$ cat src/rtl/array_stream_ctrl_pkg.sv
// Shared definitions for the array compute/readout sequencer: FSM states,
// default parameter values and pointer-width helper.
package array_stream_ctrl_pkg;

    localparam int DEF_W              = 32;
    localparam int DEF_PACKETS        = 8;
    localparam int DEF_COMPUTE_CYCLES = 16;
    localparam int DEF_LOAD_CYCLES    = 2;
    localparam int DEF_TIMEOUT        = 64;

    typedef enum logic [3:0] {
        S_IDLE,
        S_CLEAR,
        S_COMPUTE,
        S_LOAD,
        S_WAIT_V,
        S_CAPTURE,
        S_DRAIN,
        S_DONE,
        S_ERROR
    } state_t;

    // Pointers carry one extra bit so "full" (== packets) is representable.
    function automatic int ptr_w(input int packets);
        return $clog2(packets) + 1;
    endfunction

endpackage

$ cat src/rtl/array_stream_ctrl_if.sv
// Downstream valid/ready stream carrying buffered serializer packets.
interface array_stream_ctrl_if import array_stream_ctrl_pkg::*; #(
    parameter int W = DEF_W
);
    logic [W-1:0] m_data;
    logic         m_valid;
    logic         m_ready;
    logic         m_last;

    modport master (output m_data, output m_valid, output m_last, input m_ready);
    modport slave  (input m_data, input m_valid, input m_last, output m_ready);
endinterface

$ cat src/rtl/array_stream_ctrl_pkt_buffer.sv
// PACKETS x W register file with one write port, one asynchronous read port
// and non-wrapping write/read pointers.
module pkt_buffer import array_stream_ctrl_pkg::*; #(
    parameter int W       = DEF_W,
    parameter int PACKETS = DEF_PACKETS,
    localparam int PW     = ptr_w(PACKETS)
) (
    input  logic          clk,
    input  logic          reset,
    input  logic          clr,
    input  logic          wr_en,
    input  logic [W-1:0]  wr_data,
    input  logic          rd_en,
    output logic [W-1:0]  rd_data,
    output logic [PW-1:0] wr_ptr,
    output logic [PW-1:0] rd_ptr
);
    localparam int AW = (PACKETS > 1) ? $clog2(PACKETS) : 1;

    logic [W-1:0] mem [PACKETS];

    // Payload storage; contents are only meaningful below wr_ptr, so no reset.
    always_ff @(posedge clk) begin
        if (wr_en) begin
            mem[wr_ptr[AW-1:0]] <= wr_data;
        end
    end

    // Pointers restart at zero for every transaction and never wrap within one.
    always_ff @(posedge clk) begin
        if (reset || clr) begin
            wr_ptr <= '0;
            rd_ptr <= '0;
        end else begin
            if (wr_en) begin
                wr_ptr <= wr_ptr + PW'(1);
            end
            if (rd_en) begin
                rd_ptr <= rd_ptr + PW'(1);
            end
        end
    end

    assign rd_data = mem[rd_ptr[AW-1:0]];

endmodule

$ cat src/rtl/array_stream_ctrl.sv
// Sequences one array compute + serializer readout: clear, compute, load,
// capture the non-stallable serializer stream into a local buffer and drain
// it downstream over valid/ready, finishing with done or a sticky timeout.
module array_stream_ctrl import array_stream_ctrl_pkg::*; #(
    parameter int W              = DEF_W,
    parameter int PACKETS        = DEF_PACKETS,
    parameter int COMPUTE_CYCLES = DEF_COMPUTE_CYCLES,
    parameter int LOAD_CYCLES    = DEF_LOAD_CYCLES,
    parameter int TIMEOUT        = DEF_TIMEOUT
) (
    input  logic                clk,
    input  logic                reset,
    input  logic                start,
    output logic                busy,
    output logic                done,
    output logic                err,
    output logic                array_en,
    output logic                ser_clear,
    output logic                load_data,
    input  logic [W-1:0]        ser_data,
    input  logic                ser_valid,
    array_stream_ctrl_if.master m
);
    localparam int PW      = ptr_w(PACKETS);
    localparam int CNT_MAX = (COMPUTE_CYCLES > LOAD_CYCLES)
                           ? ((COMPUTE_CYCLES > TIMEOUT) ? COMPUTE_CYCLES : TIMEOUT)
                           : ((LOAD_CYCLES > TIMEOUT) ? LOAD_CYCLES : TIMEOUT);
    localparam int CW      = $clog2(CNT_MAX) + 1;

    state_t        state;
    logic [CW-1:0] cnt;
    logic [PW-1:0] wr_ptr;
    logic [PW-1:0] rd_ptr;
    logic [W-1:0]  rd_data;
    logic          wr_en;
    logic          rd_en;
    logic          clr;
    logic          m_valid;
    logic          wr_last;

    // A beat is stored on its first arrival in WAIT_V and then until the buffer
    // holds PACKETS beats; anything else from the serializer is dropped.
    assign wr_en   = ser_valid && ((state == S_WAIT_V) ||
                     ((state == S_CAPTURE) && (wr_ptr < PW'(PACKETS))));
    assign wr_last = (wr_ptr == PW'(PACKETS - 1));
    assign clr     = ((state == S_IDLE) && start) || (state == S_ERROR);

    assign m_valid   = (rd_ptr < wr_ptr);
    assign rd_en     = m_valid && m.m_ready;
    assign m.m_valid = m_valid;
    assign m.m_data  = m_valid ? rd_data : '0;
    assign m.m_last  = m_valid && (rd_ptr == PW'(PACKETS - 1));
    assign busy      = (state != S_IDLE);

    pkt_buffer #(
        .W       (W),
        .PACKETS (PACKETS)
    ) u_buf (
        .clk     (clk),
        .reset   (reset),
        .clr     (clr),
        .wr_en   (wr_en),
        .wr_data (ser_data),
        .rd_en   (rd_en),
        .rd_data (rd_data),
        .wr_ptr  (wr_ptr),
        .rd_ptr  (rd_ptr)
    );

    // Transaction FSM with registered strobes, shared phase/timeout counter.
    always_ff @(posedge clk) begin
        if (reset) begin
            state     <= S_IDLE;
            cnt       <= '0;
            ser_clear <= 1'b0;
            array_en  <= 1'b0;
            load_data <= 1'b0;
            done      <= 1'b0;
            err       <= 1'b0;
        end else begin
            unique case (state)
                S_IDLE: begin
                    if (start) begin
                        err       <= 1'b0;
                        ser_clear <= 1'b1;
                        state     <= S_CLEAR;
                    end
                end
                S_CLEAR: begin
                    ser_clear <= 1'b0;
                    array_en  <= 1'b1;
                    cnt       <= '0;
                    state     <= S_COMPUTE;
                end
                S_COMPUTE: begin
                    if (cnt == CW'(COMPUTE_CYCLES - 1)) begin
                        cnt       <= '0;
                        load_data <= 1'b1;
                        state     <= S_LOAD;
                    end else begin
                        cnt <= cnt + CW'(1);
                    end
                end
                S_LOAD: begin
                    if (cnt == CW'(LOAD_CYCLES - 1)) begin
                        cnt       <= '0;
                        load_data <= 1'b0;
                        array_en  <= 1'b0;
                        state     <= S_WAIT_V;
                    end else begin
                        cnt <= cnt + CW'(1);
                    end
                end
                S_WAIT_V: begin
                    if (ser_valid) begin
                        state <= wr_last ? S_DRAIN : S_CAPTURE;
                    end else if (cnt == CW'(TIMEOUT - 1)) begin
                        state <= S_ERROR;
                    end else begin
                        cnt <= cnt + CW'(1);
                    end
                end
                S_CAPTURE: begin
                    if (ser_valid && wr_last) begin
                        state <= S_DRAIN;
                    end
                end
                S_DRAIN: begin
                    // Finish on the cycle the last beat is accepted, or once it has been.
                    if ((rd_ptr == PW'(PACKETS)) ||
                        (rd_en && (rd_ptr == PW'(PACKETS - 1)))) begin
                        done  <= 1'b1;
                        state <= S_DONE;
                    end
                end
                S_DONE: begin
                    done  <= 1'b0;
                    state <= S_IDLE;
                end
                S_ERROR: begin
                    err   <= 1'b1;
                    state <= S_IDLE;
                end
                default: begin
                    state <= S_IDLE;
                end
            endcase
        end
    end

endmodule

$ cat src/flat_wrapper.sv
// flat-port wrapper written by rule: the top's interface ports become plain ports
module array_stream_ctrl_flat import array_stream_ctrl_pkg::*;
#(
    parameter int W              = DEF_W,
    parameter int PACKETS        = DEF_PACKETS,
    parameter int COMPUTE_CYCLES = DEF_COMPUTE_CYCLES,
    parameter int LOAD_CYCLES    = DEF_LOAD_CYCLES,
    parameter int TIMEOUT        = DEF_TIMEOUT
)
  (clk, reset, start, busy, done, err, array_en, ser_clear, load_data, ser_data, ser_valid, m_m_data, m_m_valid, m_m_last, m_m_ready);
  array_stream_ctrl_if #(.W(W)) m_i ();
  input  logic clk;
  input  logic reset;
  input  logic start;
  output logic busy;
  output logic done;
  output logic err;
  output logic array_en;
  output logic ser_clear;
  output logic load_data;
  input  logic [W-1:0] ser_data;
  input  logic ser_valid;
  output wire logic [$bits(m_i.m_data)-1:0] m_m_data;
  output wire logic [$bits(m_i.m_valid)-1:0] m_m_valid;
  output wire logic [$bits(m_i.m_last)-1:0] m_m_last;
  input wire logic [$bits(m_i.m_ready)-1:0] m_m_ready;
  assign m_m_data = m_i.m_data;
  assign m_m_valid = m_i.m_valid;
  assign m_m_last = m_i.m_last;
  assign m_i.m_ready = m_m_ready;
  array_stream_ctrl #(.W(W), .PACKETS(PACKETS), .COMPUTE_CYCLES(COMPUTE_CYCLES), .LOAD_CYCLES(LOAD_CYCLES), .TIMEOUT(TIMEOUT)) u_core (.clk(clk), .reset(reset), .start(start), .busy(busy), .done(done), .err(err), .array_en(array_en), .ser_clear(ser_clear), .load_data(load_data), .ser_data(ser_data), .ser_valid(ser_valid), .m(m_i));
endmodule
$ cat config.mk
export PLATFORM = sky130hd
export DESIGN_NAME = array_stream_ctrl_flat
export DESIGN_NICKNAME = d
export VERILOG_FILES = /design/src/rtl/array_stream_ctrl_pkg.sv /design/src/rtl/array_stream_ctrl_if.sv /design/src/rtl/array_stream_ctrl_pkt_buffer.sv /design/src/rtl/array_stream_ctrl.sv /design/src/flat_wrapper.sv
export SDC_FILE = /design/constraint.sdc
export NUM_CORES = 1
export LEC_CHECK = 0
export CORE_UTILIZATION = 40
export DETAILED_ROUTE_END_ITERATION = 10
export PLACE_DENSITY = 0.57
export RECOVER_POWER = 50
export SETUP_SLACK_MARGIN = 0.4
export SYNTH_ARGS = -nofsm -noshare
export SYNTH_HDL_FRONTEND = slang
export SYNTH_HIERARCHICAL = 1
export SYNTH_SLANG_ARGS = --single-unit
$ cat constraint.sdc
create_clock -name clk -period 9.87 [get_ports clk]
set_clock_uncertainty 0.15 [all_clocks]
set_input_delay 1.4805 -clock clk [delete_from_list [all_inputs] [get_ports clk]]
set_output_delay 1.4805 -clock clk [all_outputs]
set_load 0.03 [all_outputs]
Word-level counts from Yosys, hierarchy flattened
Memory sizes are Yosys's and may differ from the RTL's. A register that Yosys moved wholly into a read port is not among the register bits.
Index checks and enable logic that the tools add are counted.
{"block": "totals", "ff_bits": 24, "output_inout_bits": 40, "rom_bits": 0, "elab_cells": 92, "in_bits": 37, "mem_count": 1, "latchBits": 0, "ram_bits": 256}
{"block": "op_classes", "n_mux": 29, "reduce_logical": 26, "eq_ne": 22, "n_mul": 0, "addsub": 3, "n_bitwise": 0, "div_mod_pow": 0, "n_lt_le_gt_ge": 2, "n_shift": 0}
{"memory": "u_core.u_buf.mem", "depth": 8, "word_bits": 32, "read_ports": 1, "rd_clocked_by_memory_dff": 1, "wr": 1, "line": "array_stream_ctrl_pkt_buffer.sv:20", "rtl": "logic [W-1:0] mem [PACKETS];"}
{"operator": "2-to-1 mux 32 bit", "count": 1}
{"operator": "2-to-1 mux 4 bit", "count": 7}
{"operator": "2-to-1 mux 7 bit", "count": 4}
{"operator": "one-hot mux 4 bit (7 select lines)", "count": 1}
{"operator": "one-hot mux 7 bit (4 select lines)", "count": 1}
{"operator": "== test 4 x 3 -> 1 bit, second input constant", "count": 6}
{"operator": "one-hot mux 1 bit (2 select lines)", "count": 5}
{"operator": "nonzero test 2 bit", "count": 5}
{"operator": "adder 4 x 1 -> 4 bit, second input constant", "count": 2}
{"operator": "== test 4 x 2 -> 1 bit, second input constant", "count": 2}
{"operator": "== test 4 bit, second input constant", "count": 2}
{"operator": "inequality test 2 bit, second input constant", "count": 4}
{"operator": "AND reduction 2 bit", "count": 4}
{"operator": "nonzero test 4 bit", "count": 2}
{"operator": "adder 7 x 1 -> 7 bit, second input constant", "count": 1}
{"operator": "== test 7 x 1 -> 1 bit, second input constant", "count": 1}
{"operator": "== test 7 x 4 -> 1 bit, second input constant", "count": 1}
{"operator": "== test 7 x 6 -> 1 bit, second input constant", "count": 1}
{"operator": "logical AND 1 bit", "count": 7}
{"operator": "2-to-1 mux 1 bit", "count": 7}
{"operator": "2-to-1 mux 3 bit", "count": 2}
{"operator": "inequality test 2 x 1 -> 1 bit, second input constant", "count": 3}
{"operator": "AND reduction 3 bit", "count": 2}
{"operator": "AND reduction 6 bit", "count": 1}
{"operator": "other kinds (7)", "count": 10}

Depth between registers and ports, before layout
Gate-level depths: netlist (run 1).
{"block": "logic_depth", "depth_word": 6, "mapped_depth": 8, "mapped_depth_nobuf": 8}

By module
Netlist (run 1), hierarchy kept.
{"mod": "pkt_buffer", "seq_area_each_um2": 7907.6, "cells_each": 419, "area_per_inst_um2": 10204.8, "instances": 1}
{"mod": "array_stream_ctrl", "seq_area_each_um2": 320.3, "cells_each": 191, "area_per_inst_um2": 1401.3, "instances": 1}

Worst setup path before layout (run 1)
No wires, ideal clock.
{"block": "synth_timing", "path_kind": "input-to-reg", "startpoint": "in ser_valid", "endpoint": "mem u_core/u_buf/mem[2][0] (netlist name) (enable)", "path_slack_ps": 5027, "cell_stages": 4, "n_path_buf": 0, "arrival_ps": 4232, "setup_time_ps": 461, "required_time_ps": 9259, "path_cell_list": "inv_1 > a21oi_1 > nand2_1 > nor3_1"}
{"block": "synth_between", "elab_chain_cells": 3}
{"element": "start, declared", "line": "flat_wrapper.sv:22", "rtl": "input logic ser_valid;"}
{"element": "logical AND 1 bit", "line": "array_stream_ctrl.sv:43", "rtl": "assign wr_en = ser_valid && ((state == S_WAIT_V) ||"}
{"element": "via u_core.wr_en", "line": "array_stream_ctrl.sv:35", "rtl": "logic wr_en;"}
{"element": "2-to-1 mux 1 bit", "line": "array_stream_ctrl_pkt_buffer.sv:24", "rtl": "if (wr_en) begin"}
{"element": "2-to-1 mux 1 bit (not written as such)", "line": "array_stream_ctrl_pkt_buffer.sv:25", "rtl": "mem[wr_ptr[AW-1:0]] <= wr_data;"}
{"element": "end, declared", "line": "array_stream_ctrl_pkt_buffer.sv:20"}
The timed path passes the listed nets, and every way through them passes these cells.

==> results.cfg, run 1 <==
[status]
status = finished clean

[floorplan]
initial_core_util_pct = 41.21
die_height_microns = 172.3
die_x_microns = 172.3
coreArea_sq_mm = 0.02816
die_area_sq_mm = 0.02970
io_pins = 77
rows = 61

[critical_path]
endpoint_kind = output pin
cp_data_required_time_ns = 8.24
rrSetupSlack_ns = 6.26
reg2reg_depth = 6
crit_arrival_ns = 3.56
crit_type = reg2out
r2r-end = u_core/u_buf/mem[2][4]
r2r_start = u_core/state[0]
path_max_fanout = 40
start_kind = flop

[global_route]
grt.met1_usage_pct = 21.00
grt_usage_pct = 15.81
grtUsageMet2_pct = 27.07
grt_pass1_vias = 6089
gr-usage-met3_pct = 2.609
grt_pass1_wl_microns = 34890
grt_overflow = 0
grt_start_max_net_pins = 41
busiest_layer = met2
antenna_found_initial = 2

[timing]
fmax_ghz = 0.1927
min_period_over_period_pct = 52.58
setup_viol = 0
drv_slew = 0
rsz0062_at_grt = false
slew_headroom_pct = 23.86
setup_slack_ns = 4.680
fin_crit_ns = 5.190
worstMarginPinSlew_ns = 1.142
timing.final.hold_violations = 0
setup_tns_ns = 0

[hold_path]
worstHoldPathCells = 2
holdPathEnd = u_core/done
hold_start = u_core/done
hold_class = reg2reg

[clock_network]
clock_sinks = 283
cts_made_buffers = 30
insertion_delay_ns = 0.54
clockBufferDepth = 3
post_cts_buffers = 0
cts_hold_buf = 0
htree_levels = 1
clockRootBuffer = clkbuf_16
tritoncts = yes
cts_resized = 0
clk_pin_slew_ns = 0.06

[synth]
synth_flop_cell = edfxtp_1
synth.distinct_cells = 55
synth_edf_count = 256
synth_area_sq_mm = 0.01161
syn_area_per_cell_sq_um = 19.03
syn_inst = 610
synth_most_common_cell = edfxtp_1
yosysSeqAreaShare_pct = 70.89
synth_top_cell_by_area = edfxtp_1
synthArstFlopShare_pct = 0
yosysTopAreaCellShare_pct = 66.24
synthTopCellsByCount = edfxtp_1, mux4_1, and2_1
yosysWarnings = 6
synth_area_leaders = edfxtp_1, mux4_1, dfxtp_1
synthesis.nets = 654
ys_ff_latch = 283

[pwr]
pwr-share-comb_pct = 7.1
peakVddDrop_uv = 112.0
power.total_uw = 2634
p_leak_uw = 0.004354
p_int_uw = 2068
power.switching_uw = 566.3
clkPwrFrac_pct = 41.8
p_seq_share_pct = 51.1
p_per_area_mw_per_mm2 = 191.6
p_sw_share_pct = 21.50

[placed_design]
dpl-instance-area_sq_mm = 0.01280
place_inst = 1045
io_buffers = 76
finalWeightedCongestion = 0.7496
dp_slack_ns = 5.181
dp_hpwl_microns = 12520

[detailed_routing]
wirelength_microns = 22740
vias = 5757
drt_first_pass_iters = 4
antenna_left = 0
drc = 0
initialDrtViolationCount = 361
wl_per_cell_microns = 20.71
via_per_inst = 5.243

[cells_and_area]
final_design_area_no_fill_sq_mm = 0.01375
area_growth_pct = 18.49
layout.cells.non_filler = 1098
fin_nets = 743
layout-drive-gt1-share_pct = 17.52

[flow_run]
drv_cap = 0
## power groups by stage
stage / registers, uW / clock network [uW] / logic, uW
after global routing: 1350 / 1170 / 208
after CTS: 1340 / 1130 / 196
after global placement: 1370 / 0 / 190
after floorplan: 1360 / 0 / 142
after detailed placement: 1370 / 0 / 195
final: 1350 / 1100 / 188
## critical path: stages (launching register included)
cell	delay [ns]
dfxtp_4	0.64
buf_4	0.70
mux4_1	0.64
mux2_2	0.27
and2_1	0.16
clkdlybuf4s50_1	0.60
## metrics by stage
step | util [%] | hold WS [ns]
after global placement | 45.44 | 0.3201
after floorplan | - | 0.3119
after CTS | 48.90 | 0.3387
after global routing | 48.82 | 0.3699
final | 48.83 | 0.3239
after detailed placement | 45.44 | 0.3306
## layer usage
| metal | wire (microns) | share of wire [%] | up-vias |
|---|---|---|---|
| met5 | 28 | 0.12 | - |
| met4 | 406 | 1.8 | 4 |
| met3 | 858 | 3.8 | 37 |
| met2 | 11260 | 50 | 94 |
| met1 | 10180 | 45 | 2966 |
| li1 | - | - | 2656 |
## layout make-up
type	instances	area, sq um
fillers	2327	14410
flip-flops and latches	283	8234
multi-input cells	286	3182
repair buffers	89	854.6
clock buffers	35	790.8
well taps	378	473.0
clock inverters	17	181.4
inverters	9	33.78
diodes	1	2.502
## worst max-delay path by stage
stage | slack (ns) | end
floorplan | 5.03 | u_core/u_buf/mem[2][0]
global placement | 5.20 | m_m_data[31]
detailed placement | 5.18 | m_m_data[0]
CTS | 4.58 | m_m_data[0]
global route | 4.45 | m_m_data[31]
finish | 4.68 | m_m_data[0]
## kinds of logic (layout without fill, tap and decap cells)
family                   count (synthesis)  after routing  synth area share, %
XOR/XNOR                                 6              6               0.4528
AO/OA/AOI/OAI                           42             42                2.393
adder cells (fa/ha/maj)                  7              7               0.7546
AND/OR/NAND/NOR                        130            130                6.242
buffers and inverters                   41            150                2.016
flip-flops                             283            283                70.89
multiplexers                           101            101                17.25
other                                    0              1                    0
## registers in the layout, summed over array words and instances, names as in the netlist, named ones only
register / flops
u_core/load_data: 1
u_core/array_en: 1
u_core/u_buf/mem: 256
u_core/cnt: 7
u_core/ser_clear: 1
u_core/err: 1
u_core/u_buf/wr_ptr: 4
u_core/u_buf/rd_ptr: 4
u_core/done: 1
u_core/state: 4
## layout by cell type, fill, tap and decap left out, types with 4 or more instances in the layout
master / count
clkinv_1: 5
buf_4: 12
nor2_1: 17
mux4_2: 24
edfxtp_1: 256
mux2i_1: 5
o21ai_0: 10
clkbuf_16: 31
clkbuf_1: 5
inv_1: 9
nand2_1: 19
dfxtp_1: 24
bufinv_16: 4
dlygate4sd3_1: 39
mux2_2: 32
clkdlybuf4s50_1: 37
nor2_4: 6
nor3_1: 7
nand2b_1: 7
clkinv_2: 7
a21oi_1: 12
xor2_1: 4
nand3_1: 11
ha_1: 7
mux4_1: 40
and2_1: 34
No activity file was read; power rests on OpenSTA's default activity.
==> run 2: changes to the inputs <==
--- a/config.mk
+++ b/config.mk
@@ -7,7 +7,7 @@
 export LEC_CHECK = 0
 export CORE_UTILIZATION = 40
 export DETAILED_ROUTE_END_ITERATION = 10
-export PLACE_DENSITY = 0.57
+export PLACE_DENSITY = 0.59
 export RECOVER_POWER = 50
 export SETUP_SLACK_MARGIN = 0.4
 export SYNTH_ARGS = -nofsm -noshare
==> constraint.sdc (replaced) <==
create_clock -name clk -period 4.53 [get_ports clk]
set_clock_uncertainty 0.15 [all_clocks]
set_input_delay 0.6795 -clock clk [delete_from_list [all_inputs] [get_ports clk]]
set_output_delay 0.6795 -clock clk [all_outputs]
set_load 0.03 [all_outputs]
==> results.cfg, run 2 (same netlist as run 1, synthesis figures left out) <==
[global_route]
grt_pass1_wl_microns = 35510
grt_overflow = 0
grt_usage_pct = 16.10
grt_start_max_net_pins = 65
grt_pass1_vias = 6237
antenna_found_initial = 4

[detailed_routing]
drt_first_pass_iters = 4
vias = 5859
wl_met3_microns = 842
wl_met2_microns = 11850
highest_layer = met5
wirelength_microns = 23190
initialDrtViolationCount = 331
wl_per_cell_microns = 20.99
wl_met1_microns = 10000
via_per_inst = 5.302
antenna_left = 0
drc = 0

[timing]
fin_crit_ns = 3.964
timing.final.hold_violations = 0
drv_slew = 0
min_period_over_period_pct = 87.50
rsz0062_at_grt = false
setup_viol = 0
fmax_ghz = 0.2523
setup_tns_ns = 0
slew_headroom_pct = 35.70
worstMarginPinSlew_ns = 0.9609

[cells_and_area]
fillCellCount = 2313
final_cell_mix = edfxtp_1, mux4_1, clkdlybuf4s50_1, dlygate4sd3_1, and2_1
fin_nets = 749
final_design_area_no_fill_sq_mm = 0.01380
layout.cells.non_filler = 1105
layout-drive-gt1-share_pct = 17.91
largest_reg_flops = 256
area_growth_pct = 18.88
layout_commonest_cell = edfxtp_1

[placed_design]
place_inst = 1052
finalWeightedCongestion = 0.8023
dpl-instance-area_sq_mm = 0.01291
dp_hpwl_microns = 13500
io_buffers = 76

[clock_network]
tritoncts = yes
clock_sinks = 283
insertion_delay_ns = 0.53
clockBufferDepth = 3
post_cts_buffers = 0
cts_hold_buf = 0
clk_pin_slew_ns = 0.06
cts_made_buffers = 29
cts_resized = 0
clockRootBuffer = clkbuf_16
htree_levels = 1

[pwr]
p_seq_share_pct = 52.1
power.switching_uw = 1244
p_int_uw = 4379
p_leak_uw = 0.004351
clkPwrFrac_pct = 40.5
p_sw_share_pct = 22.13
p_per_area_mw_per_mm2 = 407.6
pwr-share-comb_pct = 7.4
peakVddDrop_uv = 271.4
power.total_uw = 5623

[status]
status = finished clean

[critical_path]
start_kind = flop
crit_type = reg2out
reg2reg_depth = 5
path_max_fanout = 23
crit_arrival_ns = 3.13
endpoint_kind = output pin
cp_data_required_time_ns = 3.70

[hold_path]
hold_class = reg2reg
worstHoldPathCells = 2

[floorplan]
rows = 61
die_x_microns = 172.3
coreArea_sq_mm = 0.02816
die_area_sq_mm = 0.02970
initial_core_util_pct = 41.21
die_height_microns = 172.3
io_pins = 77

[flow_run]
drv_cap = 0
-- run 2: per-stage QoR --
step,utilization [%],hold slack [ns],setup slack [ns]
6_report,48.99,0.3355,0.5664
5_1_grt,48.99,0.3912,0.3737
4_1_cts,49.10,0.3541,0.4926
3_3_place_gp,45.85,0.3275,1.063
2_1_floorplan,-,0.3119,1.065
3_5_place_dp,45.85,0.3385,0.9892
-- run 2: path summary, 6_finish.rpt --
kind                    from                      to  slack, ns
min reg2reg      u_core/done             u_core/done       0.34
min              u_core/done             u_core/done       0.34
max                     flop            m_m_data[27]       0.57
max reg2reg  u_core/state[2]  u_core/u_buf/mem[3][6]       0.79
-- run 2: power groups by stage --
stage / sequential (uW) / combinational, uW / clock [uW]
after floorplan: 2960 / 309 / 0
after global placement: 2980 / 416 / 0
after detailed placement: 2980 / 433 / 0
after CTS: 2930 / 435 / 2340
after global routing: 2930 / 457 / 2430
final: 2930 / 418 / 2280
-- run 2: area by class of cell --
type	count	area, sq um	area share [%]
diodes	1	2.502	0.01814
clock buffers	31	733.2	5.314
clock inverters	21	180.2	1.306
inverters	9	33.78	0.2449
multi-input cells	286	3183	23.07
flip-flops and latches	283	8234	59.68
well taps	378	473.0	3.428
repair buffers	96	957.2	6.938
-- run 2: metal layers --
| layer | vias up | GRT usage [%] |
|---|---|---|
| li1 | 2669 | - |
| met1 | 3031 | 20.67 |
| met2 | 121 | 28.10 |
| met3 | 36 | 2.335 |
| met4 | 2 | 5.117 |
| met5 | - | 0 |
-- run 2: worst max-delay path, stage by stage, from the launching register on --
cell             delay (ns)
dfxtp_4                0.62
buf_4                  0.35
mux4_1                 0.59
mux2_2                 0.29
and2_1                 0.14
clkdlybuf4s50_1        0.58
